--- src/rtl/wave_rom_arbiter.sv ---
// Two-channel round-robin front end for one registered, rden-gated waveform ROM.
// Each issued read carries a channel tag through the ROM pipeline so its data returns to the right requester.
module wave_rom_arbiter #(
   parameter int unsigned ADDR_W  = 14,
   parameter int unsigned DATA_W  = 8,
   parameter int unsigned ROM_LAT = 2
) (
   input  logic              clk,
   input  logic              rst_n,
   input  logic              req_a,
   input  logic [ADDR_W-1:0] addr_a,
   output logic              gnt_a,
   output logic              rd_valid_a,
   output logic [DATA_W-1:0] rd_data_a,
   input  logic              req_b,
   input  logic [ADDR_W-1:0] addr_b,
   output logic              gnt_b,
   output logic              rd_valid_b,
   output logic [DATA_W-1:0] rd_data_b,
   output logic [ADDR_W-1:0] rom_address,
   output logic              rom_rden,
   input  logic [DATA_W-1:0] rom_q
);

   localparam int unsigned NStages = ROM_LAT + 1;

   logic               last_b_q, last_b_d;
   logic               grant;
   logic               ret_a, ret_b;
   logic [ADDR_W-1:0]  addr_d;
   logic [NStages-1:0] tag_vld_q, tag_vld_d;
   logic [NStages-1:0] tag_chb_q, tag_chb_d;

   // On contention the channel that did not win last time gets the slot.
   always_comb begin
      gnt_a    = req_a & (~req_b | last_b_q);
      gnt_b    = req_b & ~gnt_a;
      grant    = gnt_a | gnt_b;
      last_b_d = grant ? gnt_b : last_b_q;
      addr_d   = gnt_b ? addr_b : (gnt_a ? addr_a : rom_address);
   end

   // Tag bit k describes the read issued k+1 cycles ago; bit ROM_LAT lines up with rom_q.
   always_comb begin
      tag_vld_d = {tag_vld_q[NStages-2:0], grant};
      tag_chb_d = {tag_chb_q[NStages-2:0], gnt_b};
      ret_a     = tag_vld_q[ROM_LAT] & ~tag_chb_q[ROM_LAT];
      ret_b     = tag_vld_q[ROM_LAT] & tag_chb_q[ROM_LAT];
   end

   always_ff @(posedge clk or negedge rst_n) begin
      if (!rst_n) begin
         last_b_q    <= 1'b1;
         tag_vld_q   <= '0;
         tag_chb_q   <= '0;
         rom_address <= '0;
         rom_rden    <= 1'b0;
      end else begin
         last_b_q    <= last_b_d;
         tag_vld_q   <= tag_vld_d;
         tag_chb_q   <= tag_chb_d;
         rom_address <= addr_d;
         rom_rden    <= grant;
      end
   end

   always_ff @(posedge clk or negedge rst_n) begin
      if (!rst_n) begin
         rd_valid_a <= 1'b0;
         rd_valid_b <= 1'b0;
         rd_data_a  <= '0;
         rd_data_b  <= '0;
      end else begin
         rd_valid_a <= ret_a;
         rd_valid_b <= ret_b;
         if (ret_a) rd_data_a <= rom_q;
         if (ret_b) rd_data_b <= rom_q;
      end
   end

endmodule

--- config.mk ---
export PLATFORM = sky130hd
export DESIGN_NAME = wave_rom_arbiter
export DESIGN_NICKNAME = d
export VERILOG_FILES = /design/src/rtl/wave_rom_arbiter.sv
export SDC_FILE = /design/constraint.sdc
export NUM_CORES = 1
export LEC_CHECK = 0
export ABC_AREA = 1
export CAP_MARGIN = 20
export CORE_MARGIN = 2
export CORE_UTILIZATION = 46
export CTS_BUF_LIST = sky130_fd_sc_hd__clkbuf_8
export DETAILED_ROUTE_END_ITERATION = 8
export PLACE_DENSITY_LB_ADDON = 0.1
export SLEW_MARGIN = 20
export SYNTH_ARGS = -nofsm -noshare
export SYNTH_HDL_FRONTEND = slang
export SYNTH_SLANG_ARGS = --single-unit
export TNS_END_PERCENT = 100
--- constraint.sdc ---
create_clock -name clk -period 2.4 [get_ports clk]
set_input_delay 0.72 -clock clk [delete_from_list [all_inputs] [get_ports clk]]
set_output_delay 0.72 -clock clk [all_outputs]
set_load 0.005 [all_outputs]
==> metrics.md <==
| Metric | Value |
|---|---|
| Worst-Margin Slew | `between 0.6 and 0.7 ns` |
| Status | `complete, no violations` |
| Worst hold margin | `about 0.35 ns` |
| Vias per Instance | `4.923` |
| Simple-gate area share of the yosys netlist | `between 20% and 30%` |
| Mux cell area share after synthesis | `0%` |
| DIE WIDTH | `between 60 and 70 um` |
| Die Ht | `63.47 um` |
| DP HPWL | `between 2 and 3 mm` |
| Crit share post-route | `between 80% and 90%` |
| Worst vdd ir | `slightly below 0.4 mV` |
| 1st-pass router iterations | `4` |
| Die footprint | `about 4000 um^2` |
| Area of the mapped netlist | `between 1500 and 2000 um^2` |
| Max_slew headroom | `between 50% and 60%` |
| Clock share of power | `31.1%` |
| Clk_skew | `approximately 0.0044 ns` |
| Final hold vios | `0` |
| Worst Hold Class | `flip-flop to flip-flop` |
| Worst Setup Start Kind | `input port` |
| Top post-synthesis cells by area | `dfrtp_1 (58%), nand3_1 (10%), nand2_1 (7.2%)` |
| CTS sink count | `39` |
| Total placed cells including tap cells | `276` |
| Fmax | `roughly 470 MHz` |
| Tmin final | `around 2.1 ns` |
| CP endpoint kind | `output pin` |
| CTS H-tree lvls | `2` |
| Via Count | `1398` |
| Endpoint of the lowest-slack register-to-register path | `rd_data_a[6]` |
| GPL Wtd Cong | `just over 0.7` |
| Num ports | `75` |
| Synth area leader | `dfrtp_1` |
| Post-Route WL | `roughly 3.8 mm` |
| Total grt overflow | `0` |
| Clock-pin slew on the worst setup and hold paths | `about 0.070 ns` |
| Yosys reg bits | `39` |
| Syn Area/Cell | `10.36 um^2` |
| DP Worst Slack | `-0.2841 ns` |
| Fin nets | `between 200 and 300` |
| Crit Path Max Fanout | `2` |
| Area delta synth->final | `55.15%` |
| Cells after Synth | `roughly 160` |
| Leak Pwr | `about 1.2 nW` |
| CTS buffer count | `5` |
| Final number of setup-violating endpoints | `0` |
| Ant diodes | `0` |
| Post-cts hold buffer count | `0` |
| Flop pwr share | `between 40 and 50%` |
| Hold path depth | `0` |
| Total of warnings raised by yosys | `0` |
| Worst Slack Setup Final | `about 0.26 ns` |
| Clk buf depth | `2` |
| Cell variety after synth | `16` |
| Largest net degree at the start of global routing | `27` |
| Comb power frac | `between 20% and 30%` |
| TritonCTS clock tree | `done` |
| Xor and xnor area share after synthesis | `0%` |
| Adder-Cell Fraction of Synth Area | `0%` |
| Largest family of logic cells by synthesized area | `simple AND/OR/NAND/NOR gates` |
| I/O Buffers | `74` |
| Share of layout cells above drive strength 1 | `17.23%` |
| Internal power | `~1.4 mW` |
| Critical path class | `input port to output pin` |
| Reg2Reg Depth | `4` |
| Total GRT Usage | `about a fifth` |
| # DRC | `0` |
| Sw frac | `24.81%` |
| DR WL/cell | `13.33 um` |
| Psw | `roughly 0.45 mW` |
| Detail Route Antenna Nets | `0` |
| Clock root buffer | `clkbuf_8` |
| Hold endpoint | `tag_chb_q[1]` |
| R2R setup slack | `1.08 ns` |
| PD cells | `between 700 and 800 nW/um^2` |
| Register area share after synthesis | `about three fifths` |
| Post-synthesis compound-gate area fraction | `under 10%` |
| Clk_lat worst skew | `0.28 ns` |
| Synth top area share | `58.46%` |
| Hold Path Origin | `tag_chb_q[0]` |
| Mapped Nets | `just under 200` |
| Required @ worst endpoint | `1.68 ns` |
| Vias in the first global route | `approximately 1400` |
| Launching point of the worst reg2reg path | `tag_vld_q[2]` |
| Drt initial violations | `56` |
| Core area | `3363 um^2` |
| Initial cell density of the core | `48.36%` |
| RSZ-0062 raised after global routing | `false` |
| Worst EP arrival | `roughly 1.4 ns` |
| Initial antenna violation count | `0` |
| Post-Layout Cell Count | `284` |
| Max-cap violations | `0` |
| Slew Limit Fails | `0` |
| # rows | `21` |
| First-pass GRT wire length | `around 6.5 mm` |
==> power groups by stage <==
stage | combinational, mW | sequential [mW] | clock (mW)
6_report | 0.435 | 0.804 | 0.558
5_1_grt | 0.474 | 0.815 | 0.600
2_1_floorplan | 0.155 | 0.818 | 0
3_3_place_gp | 0.431 | 0.810 | 0
4_1_cts | 0.442 | 0.805 | 0.574
3_5_place_dp | 0.442 | 0.815 | 0
==> repair_timing <==
item / CTS / global route
setup buffers: 0 / 0
pin swaps: 0 / 0
gates resized for setup: 4 / 2
hold endpoints to repair: 0 / 0
gates cloned: 0 / 0
endpoints found under the setup margin: 2 / 1
==> metrics by stage <==
stage	power (mW)	setup TNS, ns	area (um^2)	utilization, %
after floorplan	0.9728	0	1627	-
after global placement	1.241	-0.5212	2411	71.69
after detailed placement	1.258	-0.5499	2411	71.69
after CTS	1.820	0	2526	75.11
after global routing	1.890	0	2524	75.04
final	1.797	0	2524	75.04
==> cells in the final DEF (no fill, tap or decap) <==
cell type	count
nand3_1	34
bufinv_16	1
dlymetal6s2s_1	1
a21oi_4	1
or2_1	1
o21ai_0	9
nand2_2	2
buf_2	1
clkbuf_2	1
dfrtp_1	38
buf_4	8
clkdlybuf4s50_1	69
nand3_2	8
nand2_1	31
nand2_4	1
dfstp_2	1
clkinv_2	1
o21ai_2	8
inv_1	12
inv_2	2
clkbuf_8	6
dlygate4sd2_1	2
==> worst max path at each step <==
stage | startpoint | end | slack, ns | cells after the start
6_report | req_b | gnt_b | 0.26 | 4
5_1_grt | req_b | gnt_b | 0.22 | 4
4_1_cts | req_b | gnt_a | 0.005 | 5
3_5_place_dp | req_b | gnt_b | -0.28 | 4
3_3_place_gp | req_b | gnt_b | -0.28 | 4
2_1_floorplan | req_a | gnt_b | 0.46 | 3
==> critical path, stage by stage <==
cell and delay, ns:
dlygate4sd2_1 0.27, inv_2 0.07, a21oi_4 0.11, dlygate4sd2_1 0.25
==> layer usage <==
| metal | vias up | wire length, um | GRT usage, % |
|---|---|---|---|
| li1 | 675 | - | - |
| met2 | 64 | 1953 | 36.18 |
| met1 | 654 | 1444 | 23.63 |
| met5 | - | 0 | 0 |
| met3 | 5 | 331 | 7.857 |
| met4 | 0 | 57 | 8.424 |
==> flip-flops by register name, indices dropped and copies added, names as in the netlist <==
register     flops
last_b_q         1
rd_data_a        8
rd_data_b        8
rd_valid_a       1
rd_valid_b       1
rom_address     14
tag_chb_q        3
tag_vld_q        3
==> synthesized netlist by cell type <==
library cell  number
dfstp_2            1
dfrtp_1           38
nand3_1           34
buf_2              4
inv_1             12
o21ai_2            8
nand2_1           31
inv_2              2
nand2_2            2
or2_1              1
buf_6              4
a21oi_4            1
nand3_2            8
clkbuf_1           1
o21ai_0            9
nand2_4            1
==> logic make-up after synthesis <==
family | Yosys count
compound gates | 18
flops | 39
buf+inv | 23
simple gates | 77
==> area by class of cell <==
type	count	area, um^2
sequential	39	977.2
inverter	14	52.55
clock inverter	2	35.03
timing repair buffer	82	790.8
tap	46	57.56
multi-input combinational	95	528.0
clock buffer	6	82.58
fill	256	839.6
Note: power is estimated with default switching activity, not from simulation.
==> variant (config.mk and constraints unchanged) <==
The parameter `ROM_LAT` goes from 2 to 1.
--- a/src/rtl/wave_rom_arbiter.sv
+++ b/src/rtl/wave_rom_arbiter.sv
@@ -3,7 +3,7 @@
 module wave_rom_arbiter #(
    parameter int unsigned ADDR_W  = 14,
    parameter int unsigned DATA_W  = 8,
-   parameter int unsigned ROM_LAT = 2
+   parameter int unsigned ROM_LAT = 1
 ) (
    input  logic              clk,
    input  logic              rst_n,
Check against the original RTL: not equivalent (Yosys sat finds a counterexample within 4 cycles, from zero or initial values and one cycle with rst_n low).
==> variant against the unedited design <==
  * Non-clock buffer count decreased by 2
  * Design area is 0.45% lower
  * Area after synthesis grew 0.38%
  * Routed wire length up 1.0%
  * Setup slack got worse by 0.060 ns
  * Fmax shrank 2.7%
  * Sequential cell count decreased by 2
  * Total power fell by 2.4%
==> variant: results (changes against the unedited design) <==
CTS buffer count -> 5 (unchanged)
Data arrival time of the critical path -> 1.48 ns (was 1.42 ns)
Biggest regs -> rom_address (14), rd_data_a (8), rd_data_b (8) (unchanged)
Compound-Gate Fraction of Synth Area -> 8.582% (was 8.077%)
DR iter-0 viols -> 38 (was 56)
Global-route usage over all layers -> 20.70% (was 21.09%)
Routability cong. -> 0.6759 (was 0.7241)
Leak -> 1.171 nW (was 1.191 nW)
Seq/Total Area, Yosys -> 56.78% (was 60.08%)
VDD IR max -> 0.4866 mV (was 0.3927 mV)
Syn Nets -> 197 (unchanged)
Vias in the first global route -> 1,443 (was 1,408)
# port buffers -> 74 (unchanged)
Ys async rst share -> 100.0% (unchanged)
Post-DR vias/cell -> 4.873 (was 4.923)
Flip-flop and latch power -> 0.770 mW (was 0.804 mW)
Internal power -> 1.293 mW (was 1.351 mW)
Worst Skew -> 0.009117 ns (was 0.004440 ns)
Most instantiated cells after synthesis -> nand2_1, dfrtp_1, nand3_2, inv_1, nand3_1 (was dfrtp_1, nand3_1, nand2_1, inv_1, o21ai_0)
Fillers -> 275 (was 256)
Top cells by area, synth -> dfrtp_1, nand2_1, nand3_2, o21ai_2, nand3_1 (was dfrtp_1, nand3_1, nand2_1, nand3_2, o21ai_2)
Power consumption -> 1.753 mW (was 1.797 mW)
Fraction of layout instances using a drive strength above 1 -> 21.43% (was 17.23%)
Outcome -> completed (unchanged)
Slew @ Worst Pin -> 0.8088 ns (was 0.6951 ns)
Post-DP HPWL -> 2808 um (was 2805 um)
Worst-Skew Late Latency -> 0.29 ns
Synth cell types -> 20 (was 16)
Wire length per cell -> 13.46 um (was 13.33 um)
CP peak stage delay -> 0.28 ns
Antenna cell count -> 0 (unchanged)
Slowest stage cell, crit path -> clkdlybuf4s15_1 (was dlygate4sd2_1)
First-pass GRT wire length -> 6458 um (was 6486 um)
Pin count of the biggest net entering global routing -> 38 (was 27)
Combinational share of power -> 25.2% (was 24.2%)
Initial antenna violation count -> 0 (unchanged)
Worst-path maximum fanout -> 3 (was 2)
-- variant: per-layer routing --
metal	vias up	wire length (um)	global-route usage (%)
met4	0	51	7.065
met5	-	0	0
met3	6	306	6.250
met2	68	1955	37.37
met1	649	1510	22.97
li1	661	-	-
-- variant: path summary, 6_finish.rpt --
kind / from / slack (ns) / cells after the start / to
max: req_a / 0.20 / 3 / gnt_b
min: tag_chb_q[0] / 0.36 / 0 / tag_chb_q[1]
max reg2reg: tag_vld_q[1] / 1.08 / 4 / rd_data_a[2]
min reg2reg: tag_chb_q[0] / 0.36 / 0 / tag_chb_q[1]
max in group asynchronous: rst_n / 1.37 / 1 / rom_address[2]
min in group asynchronous: rst_n / 0.52 / 1 / rd_valid_b
-- variant: final cells by class --
class                   instances  share of cell area (%)
clock buffers                   5                   2.739
clock inverters                 3                   1.843
inverters                      15                   2.440
multi-input cells              98                   22.86
flip-flops and latches         37                   36.90
well taps                      46                   2.291
repair buffers                 80                   30.93
-- variant: what timing repair did --
item                                    4_1_cts  5_1_grt
endpoints found under the setup margin        2        0
buffers inserted                              1        0
resized for setup                             5        0
-- variant: through the flow --
stage / worst slack [ns] / instance area, sq um / hold slack, ns / cells
6_report: 0.1990 / 2512 / 0.3632 / 284
5_1_grt: 0.1653 / 2512 / 0.3654 / 284
4_1_cts: 0.1954 / 2512 / 0.3644 / 284
3_5_place_dp: -0.3289 / 2394 / 0.3518 / 275
3_3_place_gp: -0.3025 / 2394 / 0.3351 / 275
2_1_floorplan: 0.5805 / 1633 / 0.3312 / 157
-- variant: critical path, delay by kind of cell --
kind / cells / cell delay (ns)
buffers and inverters: 2 / 0.55
AOI/OAI and AO/OA: 1 / 0.21
